==> src/rtl/friscv_pkg.sv <==
// Shared sizing helpers for the scoreboard: register count, unit-id width, counter width.
// Pure elaboration-time functions; no state and no timing of their own.
package friscv_pkg;

    function automatic int regnum(input int rv32e);
        return (rv32e != 0) ? 16 : 32;
    endfunction

    function automatic int addr_w(input int rv32e);
        return (rv32e != 0) ? 4 : 5;
    endfunction

    function automatic int unit_w(input int nb_alu_unit);
        return (nb_alu_unit > 1) ? $clog2(nb_alu_unit) : 1;
    endfunction

    function automatic int cnt_w(input int max_outstanding);
        return $clog2(max_outstanding + 1);
    endfunction

endpackage

==> src/rtl/friscv_scoreboard_if.sv <==
// Issue handshake from the controller plus the per-unit writeback strobes seen by the scoreboard.
// issue_ready is combinational on the scoreboard side and independent of issue_valid.
interface friscv_scoreboard_if #(
    parameter int NB_ALU_UNIT = 2
);
    import friscv_pkg::*;

    localparam int UNIT_W = unit_w(NB_ALU_UNIT);

    logic                       issue_valid;
    logic                       issue_ready;
    logic [4:0]                 issue_rs1_addr;
    logic [4:0]                 issue_rs2_addr;
    logic                       issue_rd_en;
    logic [4:0]                 issue_rd_addr;
    logic [UNIT_W-1:0]          issue_unit;
    logic [NB_ALU_UNIT-1:0]     proc_rd_wr;
    logic [NB_ALU_UNIT*5-1:0]   proc_rd_addr;

    modport master (
        output issue_valid,
        output issue_rs1_addr,
        output issue_rs2_addr,
        output issue_rd_en,
        output issue_rd_addr,
        output issue_unit,
        output proc_rd_wr,
        output proc_rd_addr,
        input  issue_ready
    );

    modport slave (
        input  issue_valid,
        input  issue_rs1_addr,
        input  issue_rs2_addr,
        input  issue_rd_en,
        input  issue_rd_addr,
        input  issue_unit,
        input  proc_rd_wr,
        input  proc_rd_addr,
        output issue_ready
    );

endinterface

==> src/rtl/friscv_scoreboard_cnt.sv <==
// Per-unit outstanding-write counter: increments on dispatch, decrements on writeback, saturates both ways.
// Updates on the next edge; full/zero are decoded from the registered count.
module friscv_scoreboard_cnt #(
    parameter int MAX_OUTSTANDING = 4,
    parameter int CNT_W           = 3
) (
    input  logic aclk,
    input  logic aresetn,
    input  logic srst,
    input  logic clr,
    input  logic inc,
    input  logic dec,
    output logic full,
    output logic zero
);

    logic [CNT_W-1:0] cnt_q;

    assign full = (cnt_q == CNT_W'(MAX_OUTSTANDING));
    assign zero = (cnt_q == '0);

    // A simultaneous inc and dec cancel out, even when the count sits at zero.
    always_ff @(posedge aclk or negedge aresetn) begin
        if (!aresetn) begin
            cnt_q <= '0;
        end else if (srst || clr) begin
            cnt_q <= '0;
        end else if (inc && !dec && !full) begin
            cnt_q <= cnt_q + CNT_W'(1);
        end else if (dec && !inc && !zero) begin
            cnt_q <= cnt_q - CNT_W'(1);
        end
    end

endmodule

==> src/rtl/friscv_scoreboard.sv <==
// Register hazard tracker: per-register busy bit and owner unit, set on dispatch, cleared on owner writeback.
// issue_ready is combinational from registered state (no writeback bypass); state updates on the next edge.
module friscv_scoreboard
    import friscv_pkg::*;
#(
    parameter int XLEN            = 32,
    parameter int RV32E           = 0,
    parameter int NB_ALU_UNIT     = 2,
    parameter int MAX_OUTSTANDING = 4
) (
    input  logic                  aclk,
    input  logic                  aresetn,
    input  logic                  srst,
    input  logic                  flush,
    friscv_scoreboard_if.slave    sb,
    output logic [31:0]           busy,
    output logic                  idle,
    output logic                  wb_error
);

    localparam int REGNUM = regnum(RV32E);
    localparam int AW     = addr_w(RV32E);
    localparam int UNIT_W = unit_w(NB_ALU_UNIT);
    localparam int CNT_W  = cnt_w(MAX_OUTSTANDING);

    if (RV32E != 0 && XLEN != 32) begin : g_bad_xlen
        $error("friscv_scoreboard: RV32E requires XLEN=32");
    end
    if (MAX_OUTSTANDING < 1) begin : g_bad_max
        $error("friscv_scoreboard: MAX_OUTSTANDING must be at least 1");
    end

    logic [REGNUM-1:0]      busy_q;
    logic [REGNUM-1:0]      busy_d;
    logic [UNIT_W-1:0]      owner_q [REGNUM];
    logic [UNIT_W-1:0]      owner_d [REGNUM];
    logic                   err_q;
    logic                   err_d;

    logic [NB_ALU_UNIT-1:0] cnt_full;
    logic [NB_ALU_UNIT-1:0] cnt_zero;
    logic [NB_ALU_UNIT-1:0] cnt_inc;
    logic [AW-1:0]          wb_idx [NB_ALU_UNIT];

    logic [AW-1:0]          rs1_idx;
    logic [AW-1:0]          rs2_idx;
    logic [AW-1:0]          rd_idx;
    logic                   unit_full;
    logic                   hazard;
    logic                   accept;
    logic                   unused_addr;

    // In RV32E the top address bit is dropped; the controller only issues legal indices.
    assign rs1_idx = sb.issue_rs1_addr[AW-1:0];
    assign rs2_idx = sb.issue_rs2_addr[AW-1:0];
    assign rd_idx  = sb.issue_rd_addr[AW-1:0];
    assign unused_addr = ^{sb.issue_rs1_addr, sb.issue_rs2_addr, sb.issue_rd_addr, sb.proc_rd_addr};

    for (genvar u = 0; u < NB_ALU_UNIT; u++) begin : g_wb_idx
        assign wb_idx[u] = sb.proc_rd_addr[u*5 +: AW];
    end

    // Unit ids beyond NB_ALU_UNIT-1 never match, so they read as full and stall.
    always_comb begin
        unit_full = 1'b1;
        for (int u = 0; u < NB_ALU_UNIT; u++) begin
            if (sb.issue_unit == UNIT_W'(u)) begin
                unit_full = cnt_full[u];
            end
        end
    end

    always_comb begin
        hazard = 1'b0;
        if (rs1_idx != '0 && busy_q[rs1_idx]) hazard = 1'b1;
        if (rs2_idx != '0 && busy_q[rs2_idx]) hazard = 1'b1;
        if (sb.issue_rd_en && rd_idx != '0 && busy_q[rd_idx]) hazard = 1'b1;
        if (sb.issue_rd_en && unit_full) hazard = 1'b1;
        if (flush) hazard = 1'b1;
    end

    assign sb.issue_ready = !hazard;
    assign accept = sb.issue_valid && sb.issue_ready && sb.issue_rd_en && (rd_idx != '0);

    always_comb begin
        cnt_inc = '0;
        for (int u = 0; u < NB_ALU_UNIT; u++) begin
            cnt_inc[u] = accept && (sb.issue_unit == UNIT_W'(u));
        end
    end

    // Writebacks are judged against registered state, so a same-edge double
    // writeback clears through the owner and flags the other unit.
    always_comb begin
        busy_d  = busy_q;
        owner_d = owner_q;
        err_d   = err_q;
        for (int u = 0; u < NB_ALU_UNIT; u++) begin
            if (sb.proc_rd_wr[u] && wb_idx[u] != '0) begin
                if (busy_q[wb_idx[u]] && owner_q[wb_idx[u]] == UNIT_W'(u)) begin
                    busy_d[wb_idx[u]] = 1'b0;
                end else begin
                    err_d = 1'b1;
                end
            end
        end
        if (accept) begin
            busy_d[rd_idx]  = 1'b1;
            owner_d[rd_idx] = sb.issue_unit;
        end
        if (flush) begin
            busy_d = '0;
        end
    end

    always_ff @(posedge aclk or negedge aresetn) begin
        if (!aresetn) begin
            busy_q <= '0;
            err_q  <= 1'b0;
            for (int i = 0; i < REGNUM; i++) owner_q[i] <= '0;
        end else if (srst) begin
            busy_q <= '0;
            err_q  <= 1'b0;
            for (int i = 0; i < REGNUM; i++) owner_q[i] <= '0;
        end else begin
            busy_q  <= busy_d;
            err_q   <= err_d;
            owner_q <= owner_d;
        end
    end

    for (genvar u = 0; u < NB_ALU_UNIT; u++) begin : g_cnt
        friscv_scoreboard_cnt #(
            .MAX_OUTSTANDING (MAX_OUTSTANDING),
            .CNT_W           (CNT_W)
        ) u_cnt (
            .aclk    (aclk),
            .aresetn (aresetn),
            .srst    (srst),
            .clr     (flush),
            .inc     (cnt_inc[u]),
            .dec     (sb.proc_rd_wr[u]),
            .full    (cnt_full[u]),
            .zero    (cnt_zero[u])
        );
    end

    always_comb begin
        busy = '0;
        busy[REGNUM-1:0] = busy_q;
    end

    assign idle     = !(|busy_q) && (&cnt_zero);
    assign wb_error = err_q;

endmodule

==> src/flat_wrapper.sv <==
// flat-port wrapper written by rule: the top's interface ports become plain ports
module friscv_scoreboard_flat import friscv_pkg::*;
#(
    parameter int XLEN            = 32,
    parameter int RV32E           = 0,
    parameter int NB_ALU_UNIT     = 2,
    parameter int MAX_OUTSTANDING = 4
)
  (aclk, aresetn, srst, flush, busy, idle, wb_error, sb_issue_valid, sb_issue_rs1_addr, sb_issue_rs2_addr, sb_issue_rd_en, sb_issue_rd_addr, sb_issue_unit, sb_proc_rd_wr, sb_proc_rd_addr, sb_issue_ready);
  friscv_scoreboard_if #(.NB_ALU_UNIT(NB_ALU_UNIT)) sb_i ();
  input  logic aclk;
  input  logic aresetn;
  input  logic srst;
  input  logic flush;
  output logic [31:0] busy;
  output logic idle;
  output logic wb_error;
  input wire logic [$bits(sb_i.issue_valid)-1:0] sb_issue_valid;
  input wire logic [$bits(sb_i.issue_rs1_addr)-1:0] sb_issue_rs1_addr;
  input wire logic [$bits(sb_i.issue_rs2_addr)-1:0] sb_issue_rs2_addr;
  input wire logic [$bits(sb_i.issue_rd_en)-1:0] sb_issue_rd_en;
  input wire logic [$bits(sb_i.issue_rd_addr)-1:0] sb_issue_rd_addr;
  input wire logic [$bits(sb_i.issue_unit)-1:0] sb_issue_unit;
  input wire logic [$bits(sb_i.proc_rd_wr)-1:0] sb_proc_rd_wr;
  input wire logic [$bits(sb_i.proc_rd_addr)-1:0] sb_proc_rd_addr;
  output wire logic [$bits(sb_i.issue_ready)-1:0] sb_issue_ready;
  assign sb_i.issue_valid = sb_issue_valid;
  assign sb_i.issue_rs1_addr = sb_issue_rs1_addr;
  assign sb_i.issue_rs2_addr = sb_issue_rs2_addr;
  assign sb_i.issue_rd_en = sb_issue_rd_en;
  assign sb_i.issue_rd_addr = sb_issue_rd_addr;
  assign sb_i.issue_unit = sb_issue_unit;
  assign sb_i.proc_rd_wr = sb_proc_rd_wr;
  assign sb_i.proc_rd_addr = sb_proc_rd_addr;
  assign sb_issue_ready = sb_i.issue_ready;
  friscv_scoreboard #(.XLEN(XLEN), .RV32E(RV32E), .NB_ALU_UNIT(NB_ALU_UNIT), .MAX_OUTSTANDING(MAX_OUTSTANDING)) u_core (.aclk(aclk), .aresetn(aresetn), .srst(srst), .flush(flush), .sb(sb_i), .busy(busy), .idle(idle), .wb_error(wb_error));
endmodule
==> config.mk <==
export PLATFORM = sky130hd
export DESIGN_NAME = friscv_scoreboard_flat
export DESIGN_NICKNAME = d
export VERILOG_FILES = /design/src/rtl/friscv_pkg.sv /design/src/rtl/friscv_scoreboard_if.sv /design/src/rtl/friscv_scoreboard_cnt.sv /design/src/rtl/friscv_scoreboard.sv /design/src/flat_wrapper.sv
export SDC_FILE = /design/constraint.sdc
export NUM_CORES = 1
export LEC_CHECK = 0
export CAP_MARGIN = 20
export CORE_MARGIN = 2
export CORE_UTILIZATION = 58
export DETAILED_ROUTE_END_ITERATION = 16
export GPL_TIMING_DRIVEN = 0
export PLACE_DENSITY = 0.8
export SYNTH_ARGS = -nofsm -noshare
export SYNTH_HDL_FRONTEND = slang
export SYNTH_SLANG_ARGS = --single-unit
==> constraint.sdc <==
create_clock -name aclk -period 4.58 [get_ports aclk]
set_input_delay 0.916 -clock aclk [delete_from_list [all_inputs] [get_ports aclk]]
set_output_delay 0.916 -clock aclk [all_outputs]
set_load 0.05 [all_outputs]
==> flow_summary_export.csv, run 1 <==
group,metric,value,unit
synthesis,synth_edf_count,0,
die,fp.dieW,105,um
synthesis,yosysUniqueCellTypes,58,
global_routing,grt_max_degree,72,
placement,gp_routability_congestion,1.01,
synthesis,yosysSeqAreaShare,30.1,%
die,rows,36,
power_and_ir_drop,powerDensity,205,nW/um2
power_and_ir_drop,cell_internal_pwr,979,uW
synthesis,async_reset_ff_share,100,%
clocking,cts_root_buffer,"clkbuf_8",
clocking,clk_pin_slew,0.07,ns
timing,max_freq,227,MHz
critical_path,reg2reg_slack,0.69,ns
timing,relSlewSlack,34.1,%
run_status,outcome,"finished clean",
clocking,cts_made_buffers,9,
clocking,htree_levels,3,
critical_path,critPathMaxFanout,10,
power_and_ir_drop,leakage,2.47,nW
timing,rsz0062_at_grt,"false",
placement,dp_cells,810,
final_layout,layout-drive-gt1-share,14.7,%
synthesis,synth.area.top_cells,"dfrtp_1 (30%), mux2i_1 (13%), mux4_2 (13%)",
route,viasPerCell,7.34,
final_layout,diodes,0,
critical_path,arrival,3.50,ns
power_and_ir_drop,p_sw_share,30.2,%
final_layout,layoutNonFillerInstCount,828,
die,pin_count,69,
clocking,clk_latency,0.39,ns
critical_path,crit_family,"buffers and inverters",
synthesis,synth.cell_area,5900,um2
clocking,cts_buffer_depth,2,
flow_run,max_cap_viol_count,0,
critical_path,path_cells,"clkdlybuf4s50_1 -> clkbuf_1 -> nand4b_1 -> o32ai_1 -> or3_1 -> nor4_4 -> o21a_1 -> dlygate4sd2_1",
final_layout,multi_input_area,3850,um2
synthesis,yosysMostFrequentCell,"mux2i_1",
timing,min_period,4.41,ns
power_and_ir_drop,clkPwrFrac,37.1,%
critical_path,critical-path-max-stage-delay,0.52,ns
final_layout,num-nets-final,726,
placement,portBuffers,56,
timing,fin_worst_skew,0.0151,ns
synthesis,synth_cells,619,
synthesis,synth-seq-cells,71,
timing,tightestPinTransition,0.984,ns
die,fp.coreArea,9820,um2
global_routing,grt_pass1_wl,33.3,mm
timing,setup_viol,0,
synthesis,syn_area_per_cell,9.53,um2
synthesis,yosys.area.top_type_share,30.1,%
route,drt-initial-drc-count,750,
die,die_area,11000,um2
final_layout,seq_area,1780,um2
global_routing,grt.overflow.total,0,
synthesis,syn_nets,655,
route,vias,6075,
route,drt_wl_total,21.4,mm
synthesis,synth_common_cells,"mux2i_1 (77), dfrtp_1 (71), nor2_1 (62)",
final_layout,areaGrowthSynthToFinish,16.3,%
clocking,clock-sinks,71,
route,routedWlPerCell,25.8,um
synthesis,yosysTopAreaCell,"dfrtp_1",
route,antenna_left,0,
synthesis,synth_warnings,0,
route,firstDrtPassIters,5,
global_routing,grt_pass1_vias,5874,
global_routing,globalRouteTotalUtil,39.7,%
die,die_h,105,um
critical_path,start_kind,"primary input",
min_path,hold_path_class,"reg -> reg",
timing,period_share,96.4,%
power_and_ir_drop,p_sw,423,uW
clocking,cts_tree,"built",
timing,drv_slew,0,
timing,hold_viol,0,
critical_path,worst-path-buf-inv,3,
critical_path,crit_type,"in -> out",
global_routing,antenna_found_initial,0,
critical_path,endpoint_kind,"primary output",
final_layout,fill_cells,801,
critical_path,cp.required,3.66,ns
synthesis,synthFlopType,"dfrtp_1",
placement,dp_hpwl,15.0,mm
power_and_ir_drop,combPwrFrac,17.5,%
critical_path,cpMaxStageDelayCell,"dlygate4sd2_1",
die,initial_core_util,60.1,%
power_and_ir_drop,seq_power_share,45.3,%
power_and_ir_drop,power,1.40,mW
route,drc,0,
power_and_ir_drop,max-vdd-ir-drop,0.181,mV
## sequential cells by signal (all words and copies together), names as in the netlist
register,count
u_core.owner_q,32
u_core.busy,32
u_core.wb_error,1
u_core.g_cnt.u_cnt.cnt_q,6
## through the flow
step | instance area (um2) | TNS (ns) | utilization, % | hold slack (ns) | setup slack, ns
2_1_floorplan | 5900 | 0 | - | 0.481 | 0.487
6_report | 6860 | 0 | 69.8 | 0.557 | 0.167
3_3_place_gp | 6620 | -0.717 | 67.5 | 0.522 | -0.312
5_1_grt | 6860 | 0 | 69.8 | 0.581 | 0.0517
3_5_place_dp | 6630 | -1.07 | 67.5 | 0.537 | -0.433
4_1_cts | 6830 | 0 | 69.6 | 0.555 | 0.0817
## placed cells by master (no fill, tap or decap), types with 10 or more instances in the layout
| master | netlist | routed |
|---|---|---|
| nor2_1 | 62 | 62 |
| buf_2 | 11 | 13 |
| dfrtp_1 | 71 | 71 |
| nand2_1 | 35 | 34 |
| nor4_1 | 17 | 17 |
| o22ai_1 | 35 | 35 |
| a21oi_1 | 10 | 10 |
| nor3_1 | 13 | 13 |
| nand3_1 | 13 | 13 |
| o21ai_1 | 15 | 15 |
| clkbuf_1 | 34 | 34 |
| nor3_2 | 10 | 10 |
| clkdlybuf4s50_1 | 0 | 54 |
| o2111ai_1 | 18 | 18 |
| o21ai_0 | 13 | 13 |
| nand2b_1 | 11 | 11 |
| inv_1 | 11 | 11 |
| mux4_2 | 34 | 34 |
| o211ai_1 | 18 | 18 |
| or3_1 | 14 | 14 |
| clkbuf_8 | 0 | 10 |
| mux2i_1 | 77 | 77 |
## layout make-up
class	count	area share, %
buffer	54	3.50
clock buffer	11	2.06
clock inverter	5	0.839
inverter	12	0.657
multi-input combinational	482	56.1
sequential	71	25.9
tap	133	2.43
timing repair buffer	60	8.49
## path summary, 6_finish.rpt
check,startpoint,end,cells past startpoint
setup / recovery,sb_issue_rd_addr[0],sb_issue_ready,8
hold / removal,u_core.owner_q[31],u_core.owner_q[31],1
setup reg to reg,u_core.busy[22],u_core.g_cnt[0].u_cnt.cnt_q[2],11
hold reg to reg,u_core.owner_q[31],u_core.owner_q[31],1
max in group asynchronous,aresetn,u_core.busy[31],1
min in group asynchronous,aresetn,u_core.busy[24],1
## power by group through the flow
stage               sequential, mW  combinational (mW)  clock, mW
floorplan                    0.650               0.148          0
global placement             0.647               0.234          0
detailed placement           0.647               0.239          0
CTS                          0.635               0.240      0.525
global route                 0.636               0.263      0.550
finish                       0.636               0.246      0.521
## per-layer routing
| layer | part of all wire, % | GRT usage [%] |
|---|---|---|
| met1 | 37 | 52.5 |
| met2 | 44 | 58.0 |
| met3 | 14 | 12.7 |
| met4 | 5.8 | 21.0 |
| met5 | 0 | 0.952 |
## cells by family after synthesis
kind of cell,count (synthesis),share of synthesized area (%)
buffers and inverters,66,4.82
adder cells (fa/ha/maj),2,0.679
flip-flops,71,30.1
AO/OA/AOI/OAI,131,14.8
multiplexers,114,26.6
AND/OR/NAND/NOR,231,22.2
XOR/XNOR,4,0.722
## what timing repair did
item / in CTS / in global routing
setup endpoints to repair: 2 / 3
gates resized for setup: 2 / 2
buffers inserted: 0 / 2
pin swaps: 0 / 1
hold buffers: 0 / 0
Power figures use the tool's default switching activity.
==> run 2: changes to the inputs <==
--- a/config.mk
+++ b/config.mk
@@ -6,11 +6,13 @@
 export NUM_CORES = 1
 export LEC_CHECK = 0
 export CAP_MARGIN = 20
+export CELL_PAD_IN_SITES_DETAIL_PLACEMENT = 0
+export CELL_PAD_IN_SITES_GLOBAL_PLACEMENT = 1
 export CORE_MARGIN = 2
-export CORE_UTILIZATION = 58
+export CORE_UTILIZATION = 44
 export DETAILED_ROUTE_END_ITERATION = 16
 export GPL_TIMING_DRIVEN = 0
-export PLACE_DENSITY = 0.8
+export PLACE_DENSITY = 0.84
 export SYNTH_ARGS = -nofsm -noshare
 export SYNTH_HDL_FRONTEND = slang
 export SYNTH_SLANG_ARGS = --single-unit
==> run 2 against run 1 <==
Register-to-register slack hardly changed. Setup slack improved by 0.0036 ns. Clock power is 38% higher. Critical path depth did not move. Clock-buffer cell count down 1. First-iteration DRC count is 5.1% higher. Die area increased by 31%. Global-route usage shrank 7.7 points. Fmax about the same. Wire length rose by 6.7%. Hold slack worse by 0.0097 ns. Sequential share of layout area down 0.59 points.
==> flow_summary_export.csv, run 2 (same netlist as run 1, synthesis figures left out) <==
group,metric,value,unit
run_status,outcome,"finished clean",
clocking,cts_buffer_depth,2,
route,drt-initial-drc-count,788,
clocking,cts_root_buffer,"clkbuf_16",
timing,hold_viol,0,
route,vias,5979,
die,rows,42,
critical_path,arrival,3.49,ns
final_layout,fill_cells,1214,
die,pin_count,69,
global_routing,globalRouteTotalUtil,32.0,%
placement,dpl_cell_area,6690,um2
timing,period_share,96.3,%
clocking,ctsHoldBuffers,0,
timing,drv_slew,0,
placement,portBuffers,56,
power_and_ir_drop,powerDensity,229,nW/um2
clocking,cts_made_buffers,9,
power_and_ir_drop,max-vdd-ir-drop,0.163,mV
die,die_area,14300,um2
route,viasPerCell,6.87,
clocking,cts_tree,"built",
timing,layout_setup_ws,0.170,ns
global_routing,grt_max_degree,72,
clocking,clock-sinks,71,
die,fp.coreArea,13200,um2
timing,relSlewSlack,28.1,%
critical_path,critPathMaxFanout,10,
route,firstDrtPassIters,6,
flow_run,max_cap_viol_count,0,
timing,tightestPinTransition,1.07,ns
timing,min_period,4.41,ns
critical_path,cp.required,3.66,ns
global_routing,grt_pass1_vias,5821,
final_layout,fin_util,53.2,%
critical_path,endpoint_kind,"primary output",
route,drc,0,
final_layout,final_cell_mix,"mux2i_1 (77), dfrtp_1 (71), nor2_1 (62)",
final_layout,final_common_cell,"mux2i_1",
timing,max_freq,227,MHz
route,antenna_left,0,
global_routing,antenna_found_initial,0,
critical_path,start_kind,"primary input",
final_layout,num-nets-final,725,
clocking,clk_pin_slew,0.06,ns
global_routing,grt.overflow.total,0,
clocking,htree_levels,3,
min_path,hold_path_class,"reg -> reg",
die,die_h,120,um
critical_path,crit_type,"in -> out",
route,drt_wl_total,22.8,mm
die,initial_core_util,44.7,%
placement,place_ws,-0.437,ns
final_layout,layout-drive-gt1-share,15.0,%
timing,whs,0.547,ns
timing,setup_viol,0,
final_layout,diodes,0,
route,routedWlPerCell,26.2,um
final_layout,layoutNonFillerInstCount,870,
timing,fin_worst_skew,0.00780,ns
placement,gp_routability_congestion,0.972,
clocking,clk_latency,0.36,ns
placement,dp_cells,852,
placement,dp_hpwl,15.8,mm
global_routing,grt_pass1_wl,34.4,mm
power_and_ir_drop,leakage,2.51,nW
die,fp.dieW,120,um
final_layout,areaGrowthSynthToFinish,19.0,%
final_layout,fin_area,7020,um2
[run 2: cell count changes in the layout (fill, tap and decap cells not counted)]
| cell | change |
|---|---|
| nor4_4 | +1 |
| nand2_1 | -1 |
| clkbuf_2 | +1 |
| clkbuf_16 | +9 |
| nor4_1 | -1 |
| clkinvlp_4 | +1 |
| clkbuf_1 | -1 |
| clkinv_2 | +1 |
| clkbuf_8 | -10 |
| nand2_2 | +1 |
| clkinv_4 | -1 |
| buf_2 | -1 |
[run 2: worst paths after layout]
kind                                      from                             end  slack [ns]  depth (start not counted)
hold reg to reg             u_core.owner_q[31]              u_core.owner_q[31]        0.55                          1
min in group asynchronous              aresetn                 u_core.busy[26]        0.69                          1
max in group asynchronous              aresetn  u_core.g_cnt[1].u_cnt.cnt_q[1]        3.24                          1
hold / removal              u_core.owner_q[31]              u_core.owner_q[31]        0.55                          1
setup reg to reg               u_core.busy[12]  u_core.g_cnt[0].u_cnt.cnt_q[2]        0.69                         11
setup / recovery           sb_issue_rd_addr[0]                  sb_issue_ready        0.17                          8
[run 2: per-stage QoR]
stage	TNS [ns]	total power [mW]
finish	0	1.61
global route	-0.0102	1.65
CTS	0	1.60
detailed placement	-1.03	0.893
global placement	-0.814	0.888
floorplan	0	0.798
[run 2: critical path, cell delays in order]
cell and delay (ns):
clkdlybuf4s50_1 0.47, clkbuf_1 0.31, nand4b_1 0.29, o32ai_1 0.10
or3_1 0.42, nor4_4 0.28, o21a_1 0.17, dlygate4sd2_1 0.53
[run 2: area by class of cell]
cell class	instances	area, um2	area share (%)
well taps	176	220	3.14
flip-flops and latches	71	1780	25.3
repair buffers	59	577	8.22
plain buffers	54	241	3.44
inverters	12	45.0	0.642
multi-input cells	482	3860	55.1
clock buffers	10	229	3.26
clock inverters	6	61.3	0.874
[run 2: timing repair]
action                     4_1_cts  5_1_grt
resized for setup                2        6
setup buffers                    0        2
pin swaps                        0        1
setup endpoints to repair        2        3
hold endpoints to repair         0        0
[run 2: metal layers]
| layer | up-vias | global-route usage [%] | routed length, um |
|---|---|---|---|
| met2 | 461 | 49.5 | 10300 |
| met1 | 2902 | 43.2 | 9170 |
| met4 | 0 | 13.4 | 868 |
| li1 | 2531 | - | - |
| met3 | 85 | 7.46 | 2510 |
| met5 | - | 0 | 0 |
[run 2: power by group]
group / switching (mW) / total, mW / internal [mW]
logic: 0.168 / 0.252 / 0.0839
clock network: 0.299 / 0.718 / 0.420
registers: 0.00553 / 0.636 / 0.631
total: 0.473 / 1.61 / 1.13
